File: config.mk
export PLATFORM = sky130hd
export DESIGN_NAME = control_fsm
export DESIGN_NICKNAME = d
export VERILOG_FILES = /design/src/rtl/control_fsm.sv
export SDC_FILE = /design/constraint.sdc
export NUM_CORES = 1
export LEC_CHECK = 0
export ABC_AREA = 1
export CAP_MARGIN = 5
export CORE_MARGIN = 2
export CORE_UTILIZATION = 53
export CTS_BUF_LIST = sky130_fd_sc_hd__clkbuf_8
export DETAILED_ROUTE_END_ITERATION = 8
export PLACE_DENSITY = 0.79
export SYNTH_ARGS = -nofsm -noshare
export SYNTH_HDL_FRONTEND = slang
export SYNTH_SLANG_ARGS = --single-unit
File: constraint.sdc
create_clock -name clock -period 1.92 [get_ports clock]
set_input_delay 0.384 -clock clock [delete_from_list [all_inputs] [get_ports clock]]
set_output_delay 0.384 -clock clock [all_outputs]
set_load 0.005 [all_outputs]
File: src/rtl/control_fsm.sv
// ---------------------------------------------------------------------------
// control_fsm
//
// Multi-cycle instruction sequencer for the CoreBassier datapath. Every
// instruction walks FETCH -> DECODE -> EXEC and then, depending on its class,
// MEM, IO_WAIT, WB or HALT before returning to FETCH. Decode fields are
// registered at the DECODE edge and held until the next DECODE.
//
// Ports
//   clock, reset       posedge clock, synchronous active-high reset
//   opcode             instruction register opcode field, sampled in DECODE
//   alu_done           multi-cycle ALU result valid (EXEC)
//   mem_ready          data memory access complete (MEM)
//   in_valid           input port has data (IO_WAIT, In)
//   out_ready          output port accepts data (IO_WAIT, Out)
//   resume             leave HALT
//   ir_write, pc_write FETCH strobes
//   aluCode, targetRegister, aluSource, memoryToRegister
//                      registered decode fields
//   branch, writeRegister
//                      single-cycle strobes (EXEC of branches, WB)
//   memoryRead, memoryWrite, in_ready, out_valid
//                      levels held while waiting on the matching handshake
//   halt               high while in HALT
//   illegal_op         sticky: an undefined opcode was decoded
//   alu_timeout        sticky: a multi-cycle ALU op never signalled done
//   state              FETCH=0 DECODE=1 EXEC=2 MEM=3 WB=4 IO_WAIT=5 HALT=6
//
// Handshake semantics: a request level (memoryRead/memoryWrite, in_ready,
// out_valid, or the EXEC wait on a multi-cycle op) is held for as long as the
// FSM sits in the waiting state. The partner's completion signal
// (mem_ready, in_valid, out_ready, alu_done) is only looked at while that
// request is up; a completion seen on the first waiting cycle is a legal
// single-cycle transfer, and the transfer completes at that rising edge.
// Completion signals outside their waiting state are ignored.
// ---------------------------------------------------------------------------
module control_fsm #(
    parameter int OPCODE_W = 6,
    parameter int ALU_W    = 6,
    parameter int MTR_W    = 3,
    parameter int TIMEOUT  = 64
) (
    input  logic                clock,
    input  logic                reset,
    input  logic [OPCODE_W-1:0] opcode,
    input  logic                alu_done,
    input  logic                mem_ready,
    input  logic                in_valid,
    input  logic                out_ready,
    input  logic                resume,
    output logic                ir_write,
    output logic                pc_write,
    output logic [ALU_W-1:0]    aluCode,
    output logic                targetRegister,
    output logic                aluSource,
    output logic [MTR_W-1:0]    memoryToRegister,
    output logic                branch,
    output logic                writeRegister,
    output logic                memoryRead,
    output logic                memoryWrite,
    output logic                in_ready,
    output logic                out_valid,
    output logic                halt,
    output logic                illegal_op,
    output logic                alu_timeout,
    output logic [2:0]          state
);

    localparam int CNT_W = $clog2(TIMEOUT + 1);

    localparam logic [5:0] OP_LOAD  = 6'b010100;
    localparam logic [5:0] OP_STORE = 6'b010101;
    localparam logic [5:0] OP_JUMP  = 6'b010110;
    localparam logic [5:0] OP_BEQ   = 6'b010111;
    localparam logic [5:0] OP_BNE   = 6'b011000;
    localparam logic [5:0] OP_NOP   = 6'b011001;
    localparam logic [5:0] OP_HALT  = 6'b011010;
    localparam logic [5:0] OP_IN    = 6'b011011;
    localparam logic [5:0] OP_OUT   = 6'b011100;
    localparam logic [5:0] OP_MOV   = 6'b011101;

    typedef enum logic [2:0] {
        S_FETCH   = 3'd0,
        S_DECODE  = 3'd1,
        S_EXEC    = 3'd2,
        S_MEM     = 3'd3,
        S_WB      = 3'd4,
        S_IO_WAIT = 3'd5,
        S_HALT    = 3'd6
    } state_t;

    // Instruction class decides the path taken after DECODE.
    typedef enum logic [3:0] {
        C_NOP    = 4'd0,
        C_ALU    = 4'd1,
        C_MULTI  = 4'd2,
        C_LOAD   = 4'd3,
        C_STORE  = 4'd4,
        C_IN     = 4'd5,
        C_OUT    = 4'd6,
        C_BRANCH = 4'd7,
        C_HALT   = 4'd8
    } class_t;

    // -----------------------------------------------------------------------
    // Registers
    // -----------------------------------------------------------------------
    state_t             state_q,       state_d;
    class_t             class_q,       class_d;
    logic [CNT_W-1:0]   cnt_q,         cnt_d;
    logic [ALU_W-1:0]   alu_code_q,    alu_code_d;
    logic               target_reg_q,  target_reg_d;
    logic               alu_source_q,  alu_source_d;
    logic [MTR_W-1:0]   mem_to_reg_q,  mem_to_reg_d;
    logic               illegal_q,     illegal_d;
    logic               timeout_q,     timeout_d;
    // High for the cycle after a reset edge: FETCH is parked with its
    // strobes suppressed so every output reads zero in that cycle.
    logic               rst_hold_q,    rst_hold_d;

    // -----------------------------------------------------------------------
    // Opcode decode (combinational, captured at the DECODE edge)
    // -----------------------------------------------------------------------
    logic [31:0]        op_ext;
    logic [5:0]         op6;
    logic               upper_nz;
    class_t             dec_class;
    logic [ALU_W-1:0]   dec_alu;
    logic               dec_tr;
    logic               dec_asrc;
    logic [MTR_W-1:0]   dec_mtr;
    logic               dec_illegal;

    always_comb begin
        op_ext   = 32'(opcode);
        op6      = op_ext[5:0];
        upper_nz = |op_ext[31:6];

        // Anything not matched below is an illegal opcode, executed as Nop.
        dec_class   = C_NOP;
        dec_alu     = ALU_W'(OP_NOP);
        dec_tr      = 1'b0;
        dec_asrc    = 1'b0;
        dec_mtr     = '0;
        dec_illegal = 1'b1;

        if (!upper_nz) begin
            case (op6)
                // Register-operand ALU ops
                6'b000000, 6'b000010, 6'b000100, 6'b000110,
                6'b001000, 6'b001001, 6'b001011, 6'b001101,
                6'b001111, 6'b010000, 6'b010001, 6'b010010: begin
                    dec_alu     = ALU_W'(op6);
                    dec_tr      = 1'b1;
                    dec_illegal = 1'b0;
                end
                // Immediate-operand ALU ops
                6'b000001, 6'b000011, 6'b000101, 6'b000111,
                6'b001010, 6'b001100, 6'b001110, 6'b010011: begin
                    dec_alu     = ALU_W'(op6);
                    dec_tr      = 1'b1;
                    dec_asrc    = 1'b1;
                    dec_illegal = 1'b0;
                end
                OP_LOAD, OP_STORE: begin
                    dec_alu     = '0;
                    dec_asrc    = 1'b1;
                    dec_mtr     = MTR_W'(1);
                    dec_illegal = 1'b0;
                end
                OP_IN: begin
                    dec_alu     = ALU_W'(op6);
                    dec_mtr     = MTR_W'(2);
                    dec_illegal = 1'b0;
                end
                OP_MOV, OP_JUMP, OP_BEQ, OP_BNE, OP_NOP, OP_HALT, OP_OUT: begin
                    dec_alu     = ALU_W'(op6);
                    dec_illegal = 1'b0;
                end
                default: begin
                end
            endcase

            case (op6)
                // Mult, Multi, Div, Divi, Mod wait on alu_done
                6'b000100, 6'b000101, 6'b000110, 6'b000111, 6'b001000:
                    dec_class = C_MULTI;
                6'b000000, 6'b000001, 6'b000010, 6'b000011,
                6'b001001, 6'b001010, 6'b001011, 6'b001100,
                6'b001101, 6'b001110, 6'b001111, 6'b010000,
                6'b010001, 6'b010010, 6'b010011, OP_MOV:
                    dec_class = C_ALU;
                OP_LOAD:                   dec_class = C_LOAD;
                OP_STORE:                  dec_class = C_STORE;
                OP_IN:                     dec_class = C_IN;
                OP_OUT:                    dec_class = C_OUT;
                OP_JUMP, OP_BEQ, OP_BNE:   dec_class = C_BRANCH;
                OP_HALT:                   dec_class = C_HALT;
                default:                   dec_class = C_NOP;
            endcase
        end
    end

    // -----------------------------------------------------------------------
    // Next-state and output logic
    // -----------------------------------------------------------------------
    always_comb begin
        state_d      = state_q;
        class_d      = class_q;
        cnt_d        = cnt_q;
        alu_code_d   = alu_code_q;
        target_reg_d = target_reg_q;
        alu_source_d = alu_source_q;
        mem_to_reg_d = mem_to_reg_q;
        illegal_d    = illegal_q;
        timeout_d    = timeout_q;
        rst_hold_d   = 1'b0;

        ir_write      = 1'b0;
        pc_write      = 1'b0;
        branch        = 1'b0;
        writeRegister = 1'b0;
        memoryRead    = 1'b0;
        memoryWrite   = 1'b0;
        in_ready      = 1'b0;
        out_valid     = 1'b0;
        halt          = 1'b0;

        case (state_q)
            S_FETCH: begin
                if (!rst_hold_q) begin
                    ir_write = 1'b1;
                    pc_write = 1'b1;
                    state_d  = S_DECODE;
                end
            end

            S_DECODE: begin
                class_d      = dec_class;
                alu_code_d   = dec_alu;
                target_reg_d = dec_tr;
                alu_source_d = dec_asrc;
                mem_to_reg_d = dec_mtr;
                illegal_d    = illegal_q | dec_illegal;
                // The first EXEC cycle is cycle 1 of the ALU wait.
                cnt_d        = CNT_W'(1);
                state_d      = S_EXEC;
            end

            S_EXEC: begin
                case (class_q)
                    C_ALU:   state_d = S_WB;
                    C_MULTI: begin
                        // Done on the TIMEOUT-th cycle still wins over timeout.
                        if (alu_done) begin
                            state_d = S_WB;
                        end else if (cnt_q == CNT_W'(TIMEOUT)) begin
                            timeout_d = 1'b1;
                            state_d   = S_FETCH;
                        end else begin
                            cnt_d = cnt_q + CNT_W'(1);
                        end
                    end
                    C_BRANCH: begin
                        branch  = 1'b1;
                        state_d = S_FETCH;
                    end
                    C_LOAD, C_STORE: state_d = S_MEM;
                    C_IN, C_OUT:     state_d = S_IO_WAIT;
                    C_HALT:          state_d = S_HALT;
                    default:         state_d = S_FETCH;
                endcase
            end

            S_MEM: begin
                if (class_q == C_LOAD) begin
                    memoryRead = 1'b1;
                    if (mem_ready) state_d = S_WB;
                end else begin
                    memoryWrite = 1'b1;
                    if (mem_ready) state_d = S_FETCH;
                end
            end

            S_IO_WAIT: begin
                if (class_q == C_IN) begin
                    in_ready = 1'b1;
                    if (in_valid) state_d = S_WB;
                end else begin
                    out_valid = 1'b1;
                    if (out_ready) state_d = S_FETCH;
                end
            end

            S_WB: begin
                writeRegister = 1'b1;
                state_d       = S_FETCH;
            end

            S_HALT: begin
                halt = 1'b1;
                if (resume) state_d = S_FETCH;
            end

            default: state_d = S_FETCH;
        endcase
    end

    // -----------------------------------------------------------------------
    // State register
    // -----------------------------------------------------------------------
    always_ff @(posedge clock) begin
        if (reset) begin
            state_q      <= S_FETCH;
            class_q      <= C_NOP;
            cnt_q        <= '0;
            alu_code_q   <= '0;
            target_reg_q <= 1'b0;
            alu_source_q <= 1'b0;
            mem_to_reg_q <= '0;
            illegal_q    <= 1'b0;
            timeout_q    <= 1'b0;
            rst_hold_q   <= 1'b1;
        end else begin
            state_q      <= state_d;
            class_q      <= class_d;
            cnt_q        <= cnt_d;
            alu_code_q   <= alu_code_d;
            target_reg_q <= target_reg_d;
            alu_source_q <= alu_source_d;
            mem_to_reg_q <= mem_to_reg_d;
            illegal_q    <= illegal_d;
            timeout_q    <= timeout_d;
            rst_hold_q   <= rst_hold_d;
        end
    end

    assign aluCode          = alu_code_q;
    assign targetRegister   = target_reg_q;
    assign aluSource        = alu_source_q;
    assign memoryToRegister = mem_to_reg_q;
    assign illegal_op       = illegal_q;
    assign alu_timeout      = timeout_q;
    assign state            = state_q;

endmodule

==> flow_summary.yaml <==
outcome:
  status: "finished, final reports clean"
clock_tree:
  cts.sinks: 27
  cts_tree: "yes"
  insertion_delay_ps: 280
  cts_buffers: 3
  clk_pin_slew_ps: 110
  cts_root_buf: "clkbuf_8"
  cts_htree_levels: 1
  clockBufferDepth: 2
layout:
  syn_to_final_growth_pct: 42.6
  instances_no_fill: 399
  drive_gt1_share_pct: 29.2
  insertedDiodeCount: 0
  finalNetCount: 375
floorplanning:
  fp.dieH_um: 64.1
  row_count: 21
  dieArea_um2: 4110
  core_area_um2: 3390
  pin_count: 38
  dieWidth_um: 64.1
  initial_core_util_pct: 56.4
logic_synthesis:
  yosys.area_share.adder_pct: 5.23
  synthSimpleGateAreaFrac_pct: 44.1
  synthCells: 285
  ys_ff_latch: 27
  ys.flop_type: "dfxtp_1"
  synth.net_count: 306
  synth_top_family_by_area: "simple AND/OR/NAND/NOR gates"
  synth_cell_types: 37
  syn-cell-area_um2: 1910
  synth_area_leader_cell: "dfxtp_1"
  yosys.area.top_type_share_pct: 28.3
  syn_area_per_cell_um2: 6.71
  seq_area_frac_synth_pct: 28.3
  postSynth.asyncResetShare_pct: 0
  synthTopCellsByArea: "dfxtp_1 (28%), nand2_1 (11%), nor2_1 (7.8%)"
  synth-xor-area-share_pct: 0.916
  synth_edf_count: 0
  synth_mux_area_share_pct: 0
  yosysWarnings: 0
  synth-compound-area-share_pct: 12.1
drt:
  drtPass1Iterations: 4
  drt-total-wl_um: 4990
  top_layer: "met4"
  post-route-drc-count: 0
  drt_iter0_drc: 118
  ant_nets: 0
  avgRoutedWirePerCell_um: 12.5
  met3_length_um: 202
  wl_met2_um: 2510
  vias: 2098
  m1WireLength_um: 2170
  viasPerCell: 5.26
pwr:
  p_per_area_nw_per_um2: 579
  max-vdd-ir-drop_v: 0.000510
  power_mw: 1.58
  leakagePower_nw: 1.22
global_routing:
  track_usage_pct: 25.2
  grt_pass1_vias: 1954
  grt_overflow: 0
  antenna_found_initial: 0
  grt_max_degree: 17
  grt_pass1_wl_um: 8230
timing:
  tns_ps: 0
  rsz0062_at_grt: "yes"
  post-route-period-util_pct: 96.4
  whs_ps: 444
  final-hold-violation-count: 0
  finalWorstSetupSlack_ps: 68.6
  max_freq_mhz: 540
  clock_skew_ps: 12.2
  post-route-min-period_ps: 1850
  drv_slew: 0
  setup_viol: 0
place:
  gp_congestion: 0.932
  port_buffers: 36
  pre_cts_ws_ps: -318
  dpl.cell_count: 392
  place_hpwl_um: 3910
flow_run:
  max_cap_violations: 0
worst_setup_path:
  start_kind: "flop"
  critPathMaxFanout: 7
  worstPathRequired_ps: 1540
  arrival_ps: 1470
  critPathCaptureType: "output port"
  crit_type: "flop to output port"
hold_path:
  hold_class: "flop to flop"
## what timing repair did
action / in CTS / in global routing
endpoints found under the setup margin: 9 / 10
pin swaps: 1 / 3
hold buffers: 0 / 0
gates resized for setup: 14 / 26
buffers inserted: 1 / 2
## path summary, 6_finish.rpt
check	start	to	slack [ps]	depth (start not counted)
max reg2reg	class_q[2]	state[2]	370	11
max	state[2]	memoryWrite	70	4
min reg2reg	aluCode[5]	aluCode[5]	440	2
min	aluCode[5]	aluCode[5]	440	2
## critical path: stages, from the launching register on
cell and delay [ps]:
dfxtp_4 380, inv_4 100, nand3_4 90, a21oi_2 110, clkdlybuf4s50_1 510
## layout make-up
cell class / instances / area [µm²]
inverter: 38 / 149
sequential: 27 / 556
clock buffer: 3 / 41.3
multi-input combinational: 215 / 1290
timing repair buffer: 69 / 622
tap: 46 / 57.6
clock inverter: 1 / 7.51
fill: 244 / 662
## power breakdown
part	internal, mW	total, mW	leakage (nW)	switching, mW
Sequential	0.613	0.663	0.223	0.0494
Combinational	0.264	0.575	0.971	0.311
Clock	0.148	0.342	0.0217	0.195
Total	1.03	1.58	1.22	0.555
## cells in the mapped netlist (all sizes together), types with 4 or more instances
library cell	instances
inv	36
o21ai	14
nor3	9
nand4	4
o22ai	4
nand3	31
nor2	52
ha	8
a21oi	10
o211ai	4
nand2	66
dfxtp	27
## per-stage QoR
stage | utilization, % | instance area [µm²]
floorplan | - | 1910
global placement | 74.5 | 2530
detailed placement | 74.5 | 2530
CTS | 76.9 | 2610
global route | 80.5 | 2730
finish | 80.5 | 2730
## placed cells by master (no fill, tap or decap), drive strengths merged, types with 9 or more instances in the layout
master,synthesis,final
nor3,9,9
nand3,31,31
o21ai,14,14
a21oi,10,10
inv,36,36
dfxtp,27,27
nand2,66,66
buf,3,33
nor2,52,52
clkdlybuf4s50,0,29
## sequential cells by signal (all words and copies together), names as in the netlist
name and count:
alu_timeout 1, illegal_op 1, targetRegister 1, rst_hold_q 1
state 3, aluCode 6, aluSource 1, class_q 4
cnt_q 7, memoryToRegister 2
## kinds of logic (layout without fill, tap and decap cells)
logic type | Yosys count | after routing
buffers and inverters | 43 | 111
flip-flops | 27 | 27
XOR/XNOR | 2 | 2
AO/OA/AOI/OAI | 38 | 38
adder cells (fa/ha/maj) | 8 | 8
AND/OR/NAND/NOR | 166 | 166
other | 1 | 1
## metal layers
metal  vias up  GRT usage (%)
met3        10           3.52
met1       961           29.6
met4         0           8.70
met2        59           46.2
li1       1068              -
met5         -              0
(Power assumes the default switching activity.)
